[src/rtl/comm_ctrl_pkg.sv]
// Shared definitions for the comm_ctrl slice: state encodings and width defaults,
// so LED/display logic decodes the state bus identically to the controller.
package comm_ctrl_pkg;

    localparam int DATA_W_DEF = 16;
    localparam int CNT_W_DEF  = 16;
    localparam int DROP_W_DEF = 8;

    typedef enum logic [2:0] {
        S_IDLE   = 3'd0,
        S_COMM_F = 3'd1,
        S_COMM_T = 3'd2,
        S_DRAIN  = 3'd3,
        S_HOLD_F = 3'd4,
        S_HOLD_T = 3'd5
    } state_e;

    function automatic logic is_comm(input state_e s);
        return (s == S_COMM_F) || (s == S_COMM_T);
    endfunction

endpackage

[src/rtl/comm_ctrl_sat_counter.sv]
// Saturating up-counter with synchronous clear; clear wins over increment.
module comm_ctrl_sat_counter #(
    parameter int W = 16
) (
    input  logic         clk,
    input  logic         rst,
    input  logic         clr,
    input  logic         inc,
    output logic [W-1:0] cnt
);

    // NOTE: sequential state is always written with <= so every flop samples
    // the pre-edge values of its inputs, regardless of block ordering.
    always_ff @(posedge clk or negedge rst) begin
        if (!rst) begin
            cnt <= '0;
        end else if (clr) begin
            cnt <= '0;
        end else if (inc && (cnt != '1)) begin
            cnt <= cnt + 1'b1;
        end
    end

endmodule

[src/rtl/comm_ctrl.sv]
// Session controller: picks the fibonacci or timer generator, forwards its words
// to the CDC buffer, pauses on full, drains on stop. Optional: COMM_CTRL_PARITY_EN.
module comm_ctrl
    import comm_ctrl_pkg::*;
#(
    parameter int DATA_W = DATA_W_DEF,
    parameter int CNT_W  = CNT_W_DEF,
    parameter int DROP_W = DROP_W_DEF
) (
    input  logic              clk,
    input  logic              rst,
    input  logic              start_f,
    input  logic              start_t,
    input  logic              stop_f_t,
    input  logic              f_valid,
    input  logic [DATA_W-1:0] f_out,
    input  logic              t_valid,
    input  logic [DATA_W-1:0] t_out,
    input  logic              buffer_full,
    input  logic              buffer_empty,
    input  logic              data_2_valid,
    output logic              f_en,
    output logic              t_en,
    output logic [DATA_W-1:0] data_1,
    output logic              data_1_en,
    output logic [2:0]        state,
    output logic [CNT_W-1:0]  word_cnt,
    output logic [DROP_W-1:0] drop_cnt,
    output logic              parity
);

    state_e            state_q, state_d;
    logic              f_en_d, t_en_d;
    logic              push_d, drop_d;
    logic [DATA_W-1:0] data_d;
    logic              leave_idle;

    always_ff @(posedge clk or negedge rst) begin
        if (!rst) begin
            state_q <= S_IDLE;
        end else begin
            state_q <= state_d;
        end
    end

    // NOTE: every combinational output gets a default first, so no path leaves
    // a signal unassigned and no latch is inferred.
    always_comb begin
        state_d = state_q;
        unique case (state_q)
            S_IDLE: begin
                if (start_f)      state_d = S_COMM_F;
                else if (start_t) state_d = S_COMM_T;
            end
            S_COMM_F: begin
                if (stop_f_t)         state_d = S_DRAIN;
                else if (buffer_full) state_d = S_HOLD_F;
            end
            S_COMM_T: begin
                if (stop_f_t)         state_d = S_DRAIN;
                else if (buffer_full) state_d = S_HOLD_T;
            end
            S_HOLD_F: begin
                if (stop_f_t)          state_d = S_DRAIN;
                else if (!buffer_full) state_d = S_COMM_F;
            end
            S_HOLD_T: begin
                if (stop_f_t)          state_d = S_DRAIN;
                else if (!buffer_full) state_d = S_COMM_T;
            end
            S_DRAIN: begin
                if (buffer_empty && !data_2_valid) state_d = S_IDLE;
            end
            default: state_d = S_IDLE;
        endcase
    end

    // Enables follow the next state so they line up with the registered state bus;
    // push/drop follow the current state so a valid is pushed one cycle later.
    always_comb begin
        f_en_d = (state_d == S_COMM_F);
        t_en_d = (state_d == S_COMM_T);
        push_d = 1'b0;
        drop_d = 1'b0;
        data_d = data_1;
        if (state_q == S_COMM_F) begin
            data_d = f_out;
            push_d = f_valid & ~buffer_full;
            drop_d = f_valid &  buffer_full;
        end else if (state_q == S_COMM_T) begin
            data_d = t_out;
            push_d = t_valid & ~buffer_full;
            drop_d = t_valid &  buffer_full;
        end
    end

    assign leave_idle = (state_q == S_IDLE) && (state_d != S_IDLE);

    always_ff @(posedge clk or negedge rst) begin
        if (!rst) begin
            f_en      <= 1'b0;
            t_en      <= 1'b0;
            data_1    <= '0;
            data_1_en <= 1'b0;
        end else begin
            f_en      <= f_en_d;
            t_en      <= t_en_d;
            data_1    <= data_d;
            data_1_en <= push_d;
        end
    end

    assign state = state_q;

    comm_ctrl_sat_counter #(.W(CNT_W)) u_word_cnt (
        .clk (clk),
        .rst (rst),
        .clr (leave_idle),
        .inc (push_d),
        .cnt (word_cnt)
    );

    comm_ctrl_sat_counter #(.W(DROP_W)) u_drop_cnt (
        .clk (clk),
        .rst (rst),
        .clr (leave_idle),
        .inc (drop_d & is_comm(state_q)),
        .cnt (drop_cnt)
    );

`ifdef COMM_CTRL_PARITY_EN
    logic parity_q;

    always_ff @(posedge clk or negedge rst) begin
        if (!rst) begin
            parity_q <= 1'b0;
        end else if (leave_idle) begin
            parity_q <= 1'b0;
        end else if (push_d) begin
            parity_q <= parity_q ^ (^data_d);
        end
    end

    assign parity = parity_q;
`else
    assign parity = 1'b0;
`endif

endmodule
[config.mk]
export PLATFORM = sky130hd
export DESIGN_NAME = comm_ctrl
export DESIGN_NICKNAME = d
export VERILOG_FILES = /design/src/rtl/comm_ctrl_pkg.sv /design/src/rtl/comm_ctrl_sat_counter.sv /design/src/rtl/comm_ctrl.sv
export SDC_FILE = /design/constraint.sdc
export NUM_CORES = 1
export LEC_CHECK = 0
export CORE_UTILIZATION = 49
export CTS_BUF_LIST = sky130_fd_sc_hd__clkbuf_4 sky130_fd_sc_hd__clkbuf_8
export CTS_CLUSTER_DIAMETER = 200
export DETAILED_ROUTE_END_ITERATION = 10
export PLACE_DENSITY = 0.95
export SLEW_MARGIN = 20
export SYNTH_ARGS = -nofsm -noshare
export SYNTH_HDL_FRONTEND = slang
export SYNTH_SLANG_ARGS = --single-unit
[constraint.sdc]
create_clock -name clk -period 5.9 [get_ports clk]
set_input_delay 1.18 -clock clk [delete_from_list [all_inputs] [get_ports clk]]
set_output_delay 1.18 -clock clk [all_outputs]
set_load 0.1 [all_outputs]
==> reports/metrics.yaml, run 1 <==
yosys:
  synth_seq_area_share_pct: 48.0
  yosysTopAreaCell: "dfrtp_1"
  synthCells: 247
  yosys_warnings: 0
  synth_area_sq_um: 2400
  synth_top_area_share_pct: 48.0
  ys_seq_elements: 46
  ys_types: 45
  ys_async_sr_fraction_pct: 100
  synth_area_leaders: "dfrtp_1 48%, xnor2_1 6.9%, a22oi_1 5.0%"
  ys.flop_type: "dfrtp_1"
  synth_edf_count: 0
  synth_area_per_cell_sq_um: 9.71
  synth_nets: 291
placement:
  hpwl_mm: 4.15
  gp_congestion: 0.856
  port_buffers: 87
  dp.cells: 387
clock_tree:
  cts_buffer_depth: 2
  cts_buffers: 5
  clk_pin_slew_worst_paths_ns: 0.09
  cts-resized-gates: 0
  htreeDepth: 2
  cts_sinks: 46
  root_buffer: "clkbuf_8"
  cts_tree: "built"
  clock_latency_ns: 0.31
  ctsHoldBuffers: 0
  post_cts_buffers: 0
finish:
  drive_gt1_share_pct: 5.18
  antenna_cells: 0
  n_fill_cell: 325
  fin_nets: 371
  area_growth_pct: 42.3
  fin_cells: 395
critical_path:
  path_cells: "clkdlybuf4s50_1"
  crit_arrival_ns: 2.49
  crit_buf_inv: 1
  crit_type: "reg2out"
  cpMaxStageDelayCell: "clkdlybuf4s50_1"
  start_kind: "flip-flop"
  cp.required_ns: 4.72
  crit_fanout: 30
  slowest_delay_ns: 1.27
  cpLargestDelayFamily: "buffers and inverters"
  end_kind: "primary output"
timing:
  rsz0062_at_grt: "no"
  final_max_slew_viol_count: 0
  max_freq_mhz: 272
  period_needed_ns: 3.67
  max_slew_margin_pct: 20.5
  setup_violations: 0
  hold_viol_final: 0
  final.setup_skew_ns: 0.00501
  worstMarginPinSlew_ns: 1.18
  timing.final.crit_share_pct: 62.2
  setup_tns_ns: 0
floorplan:
  ios: 89
  start_util_pct: 50.8
  rows: 25
  dieArea_sq_um: 5180
  die_h_microns: 71.9
  die_x_microns: 71.9
  coreArea_sq_um: 4720
global_routing:
  grt_max_degree: 47
  overflow: 0
  grt_util_all_layers_pct: 23.6
  grt_pass1_wl_mm: 9.47
  first_global_vias: 1985
  grt_antenna_before_repair: 0
routing:
  viasPerCell: 5.41
  wire_per_inst_microns: 14.9
  wl_mm: 5.88
  drc: 0
  postRouteAntennaNets: 0
  first_iter_violations: 215
  drt-pass1-iter-count: 5
  num_vias: 2136
power_and_ir_drop:
  max-vdd-ir-drop_uv: 342
  leakage_uw: 0.00134
  cellPowerDensity_nw_per_um2: 580
outcome:
  status: "finished, final reports clean"
min_path:
  hp-class: "reg2reg"
job:
  maxCapViolations: 0
## flip-flops by register name, summed over array words and instances, names as in the netlist
register / flops
t_en: 1
u_word_cnt.cnt: 16
state: 3
f_en: 1
data_1: 16
u_drop_cnt.cnt: 8
data_1_en: 1
## layer usage
layer / vias to the layer above / share of wire (%) / track usage (%) / wire length [microns]
li1: 1027 / - / - / -
met5: - / 0 / 0 / 0
met2: 64 / 51 / 37.3 / 3000
met3: 8 / 4.6 / 5.00 / 269
met1: 1037 / 43 / 32.5 / 2510
met4: 0 / 1.6 / 8.50 / 94
## final timing paths
path	end	slack, ns	from	depth (start not counted)
max	state[2]	2.23	state[2]	1
min	data_1[14]	0.49	data_1[14]	2
max reg2reg	u_word_cnt.cnt[1]	3.37	u_word_cnt.cnt[0]	6
min reg2reg	data_1[14]	0.49	data_1[14]	2
max in group asynchronous	u_word_cnt.cnt[15]	4.64	rst	1
min in group asynchronous	data_1[0]	0.86	rst	1
## through the flow
step / hold slack, ns / worst slack (ns) / utilization, % / total power (uW) / cell area, sq um
floorplan: 0.884 / 3.26 / - / 1420 / 2400
CTS: 0.489 / 2.23 / 72.0 / 1980 / 3400
global placement: 0.462 / 2.61 / 69.0 / 1660 / 3260
detailed placement: 0.470 / 2.58 / 69.0 / 1690 / 3260
finish: 0.487 / 2.23 / 72.2 / 1980 / 3410
global route: 0.509 / 2.12 / 72.2 / 2070 / 3410
## where the power goes
group	internal (uW)	total (uW)	switching (uW)	leakage, uW
sequential	405	487	81.4	0.000602
clock	181	290	109	0.0000714
combinational	294	1200	908	0.000669
## Yosys cell counts (2+ instances only)
library cell,number
dfrtp_1,46
nor2_1,28
nand2_1,27
o21ai_0,20
xnor2_1,19
a22oi_1,16
clkbuf_1,8
nand3_1,7
nor4_1,6
inv_1,5
nand4_1,5
nor3_1,5
xor2_1,5
a211oi_1,4
buf_6,4
nand3b_1,3
a21oi_1,2
and2_1,2
and4_1,2
ha_1,2
nand2b_1,2
nor2_2,2
nor2b_1,2
o2111ai_1,2
o211ai_1,2
or3_1,2
## cell type report
cell class              count  area [sq um]  share of cell area [%]
repair buffers             87           868                    25.5
multi-input cells         182          1150                    33.6
clock buffers               6          82.6                    2.42
clock inverters             2          60.1                    1.76
inverters                   5          18.8                   0.550
flip-flops and latches     46          1150                    33.7
well taps                  67          83.8                    2.46
## layout by cell type (no fill, tap or decap), types with 2 or more instances in the layout
master            n
nor4_1            6
o211ai_1          2
nand3_1           7
clkdlybuf4s50_1  86
o2111ai_1         2
xor2_1            5
and4_1            2
nand4_1           5
clkbuf_8          6
o21ai_0          20
or3_1             2
a21oi_1           2
bufinv_16         2
a22oi_1          16
nor2_2            2
ha_1              2
a211oi_1          4
nor3_1            5
nor2_1           28
nand2_1          27
inv_1             5
xnor2_1          19
dfrtp_1          46
nand2b_1          2
and2_1            2
nand3b_1          3
## kinds of logic (layout without fill, tap and decap cells)
logic type / Yosys count / after routing / share of synthesized area [%]
buffers and inverters: 19 / 100 / 4.44
flip-flops: 46 / 46 / 48.0
multiplexers: 2 / 2 / 1.04
other: 1 / 1 / 0.156
XOR/XNOR: 24 / 24 / 8.77
AND/OR/NAND/NOR: 97 / 97 / 19.6
adder cells (fa/ha/maj): 2 / 2 / 1.04
AO/OA/AOI/OAI: 56 / 56 / 17.0
Power figures use the tool's default switching activity.
==> run 2: changes to the inputs <==
--- a/config.mk
+++ b/config.mk
@@ -5,11 +5,11 @@
 export SDC_FILE = /design/constraint.sdc
 export NUM_CORES = 1
 export LEC_CHECK = 0
-export CORE_UTILIZATION = 49
+export CORE_UTILIZATION = 41
 export CTS_BUF_LIST = sky130_fd_sc_hd__clkbuf_4 sky130_fd_sc_hd__clkbuf_8
 export CTS_CLUSTER_DIAMETER = 200
 export DETAILED_ROUTE_END_ITERATION = 10
-export PLACE_DENSITY = 0.95
+export PLACE_DENSITY = 0.86
 export SLEW_MARGIN = 20
 export SYNTH_ARGS = -nofsm -noshare
 export SYNTH_HDL_FRONTEND = slang
==> constraint.sdc (replaced) <==
create_clock -name clk -period 3.14 [get_ports clk]
set_input_delay 0.628 -clock clk [delete_from_list [all_inputs] [get_ports clk]]
set_output_delay 0.628 -clock clk [all_outputs]
set_load 0.1 [all_outputs]
==> run 2 against run 1 <==
Effect of this change: routed wire length shrank 3.7%; hold slack worse by 0.15 ns; non-clock buffer count rose by 5; final cell count up 2.3%; first-iteration DRC count shrank 32%; sequential cell count stayed put; count of clock-buffer cells in the layout is 1 higher; global-route usage shrank 4.5 points; largest power group unchanged.
==> reports/metrics.yaml, run 2 (synthesis gave the netlist of run 1 again) <==
placement:
  port_buffers: 87  # unchanged
  hpwl_mm: 4.28  # +3.0%
  dp_slack_ns: 0.528  # -2.05 ns
  gp_congestion: 0.831  # -2.9%
  dp.cells: 397  # +2.6%
floorplan:
  die_h_microns: 78.5  # +9.1%
  die_x_microns: 78.5  # +9.1%
  rows: 27  # +8.0%
  start_util_pct: 43.0  # -7.7 points
  coreArea_sq_um: 5570  # +18%
  ios: 89  # unchanged
  dieArea_sq_um: 6160  # +19%
critical_path:
  crit_type: "reg2reg"
  cp.required_ns: 3.35  # -1.37 ns
  crit_arrival_ns: 2.62  # +0.13 ns
  end_kind: "flip-flop"
  start_kind: "flip-flop"
  r2r_cells: 6  # unchanged
  crit_fanout: 24  # -20%
clock_tree:
  cts_sinks: 46  # unchanged
  clk_pin_slew_worst_paths_ns: 0.08  # about the same
  cts_buffer_depth: 2  # unchanged
  ctsHoldBuffers: 0  # unchanged
  cts-resized-gates: 0  # unchanged
  htreeDepth: 2  # unchanged
  cts_buffers: 5  # unchanged
  post_cts_buffers: 0  # unchanged
  root_buffer: "clkbuf_8"
  clock_latency_ns: 0.28  # -0.03 ns
  cts_tree: "built"
finish:
  final_common_cell: "buf_4"
  n_fill_cell: 488  # +50%
  area_growth_pct: 36.6
  top_regs: "data_1 x16, u_word_cnt.cnt x16, u_drop_cnt.cnt x8"
  antenna_cells: 0  # unchanged
  fin_nets: 376  # +1.3%
  seqCellArea_sq_um: 1150  # unchanged
  mostFrequentLayoutCells: "52 x buf_4, 46 x dfrtp_1, 40 x clkdlybuf4s50_1"
  drive_gt1_share_pct: 19.6  # +14 points
  fin_util_pct: 58.7  # -13 points
  fin_cells: 404  # +2.3%
  multi_input_area_sq_um: 1140  # -0.55%
timing:
  fin_ws_ns: 0.729  # -1.50 ns
  final_max_slew_viol_count: 0  # unchanged
  max_slew_margin_pct: 56.6  # +36 points
  setup_violations: 0  # unchanged
  period_needed_ns: 2.41
  final.setup_skew_ns: 0.00276  # -0.00226 ns
  worstMarginPinSlew_ns: 0.649  # -0.532 ns
  max_freq_mhz: 415
  timing.final.crit_share_pct: 76.8
  setup_tns_ns: 0  # unchanged
  hold_viol_final: 0  # unchanged
  rsz0062_at_grt: "no"
min_path:
  hp-class: "in2async"
routing:
  wl_mm: 5.66  # -3.7%
  drt-pass1-iter-count: 4  # -1
  first_iter_violations: 146  # -32%
  num_vias: 2128  # -0.37%
  viasPerCell: 5.27  # -2.6%
  wire_per_inst_microns: 14.0  # -5.8%
  postRouteAntennaNets: 0  # unchanged
  drc: 0  # unchanged
global_routing:
  overflow: 0  # unchanged
  grt_antenna_before_repair: 0  # unchanged
  grt_util_all_layers_pct: 19.1  # -4.5 points
  grt_max_degree: 47  # unchanged
  grt_pass1_wl_mm: 9.41  # -0.65%
  first_global_vias: 2016  # +1.6%
power_and_ir_drop:
  p_int_uw: 1450  # +65%
  leakage_uw: 0.00141  # +5.2%
  clkPwrFrac_pct: 10.0  # -4.6 points
  cellPowerDensity_nw_per_um2: 1060  # +83%
  max-vdd-ir-drop_uv: 818  # +140%
  p_switching_uw: 2020  # +84%
  power.share.combinational_pct: 64.4  # +3.6 points
  swShare_pct: 58.2  # +2.7 points
  seq_power_share_pct: 25.7  # +1.1 points
job:
  maxCapViolations: 0  # unchanged
outcome:
  status: "finished, final reports clean"
## run 2: final cells by class
type	instances	area share (%)
Sequential cell	46	35.2
Multi-Input combinational cell	182	34.8
Timing Repair Buffer	92	24.1
Tap cell	72	2.75
Clock buffer	7	2.56
Inverter	5	0.573
## run 2: worst max-delay path, stage by stage (launching register included)
cell and delay (ns):
dfrtp_1 0.57, and2b_1 0.45, mux2_4 0.39, a2111oi_4 0.48, a21oi_4 0.09, buf_4 0.22, nor2_1 0.14
## run 2: worst paths after layout
path	startpoint	slack (ns)	endpoint
hold / removal	rst	0.33	data_1[2]
setup / recovery	state[0]	0.73	u_word_cnt.cnt[3]
setup reg to reg	state[0]	0.73	u_word_cnt.cnt[3]
max in group asynchronous	rst	2.43	u_word_cnt.cnt[1]
hold reg to reg	data_1[13]	0.48	data_1[13]
min in group clk	data_1[13]	0.48	data_1[13]
## run 2: stage by stage
step	cell area [sq um]	total power (uW)	hold WS, ns
after floorplan	2400	2680	0.332
after global placement	3190	3120	0.465
after detailed placement	3190	3150	0.471
after CTS	3270	3500	0.489
after global routing	3270	3660	0.385
final	3270	3470	0.333
## run 2: power groups by stage
stage | combinational, uW | sequential (uW) | clock (uW)
after CTS | 2250 | 893 | 355
final | 2240 | 891 | 347
after floorplan | 632 | 2040 | 0
after global placement | 2220 | 898 | 0
after global routing | 2350 | 918 | 386
after detailed placement | 2250 | 905 | 0
## run 2: metal layers
| layer | share of wire, % | track usage (%) | vias to the layer above |
|---|---|---|---|
| li1 | - | - | 1042 |
| met1 | 43 | 25.0 | 1014 |
| met2 | 52 | 32.4 | 66 |
| met3 | 3.6 | 2.56 | 6 |
| met4 | 1.4 | 6.85 | 0 |
| met5 | 0 | 0 | - |
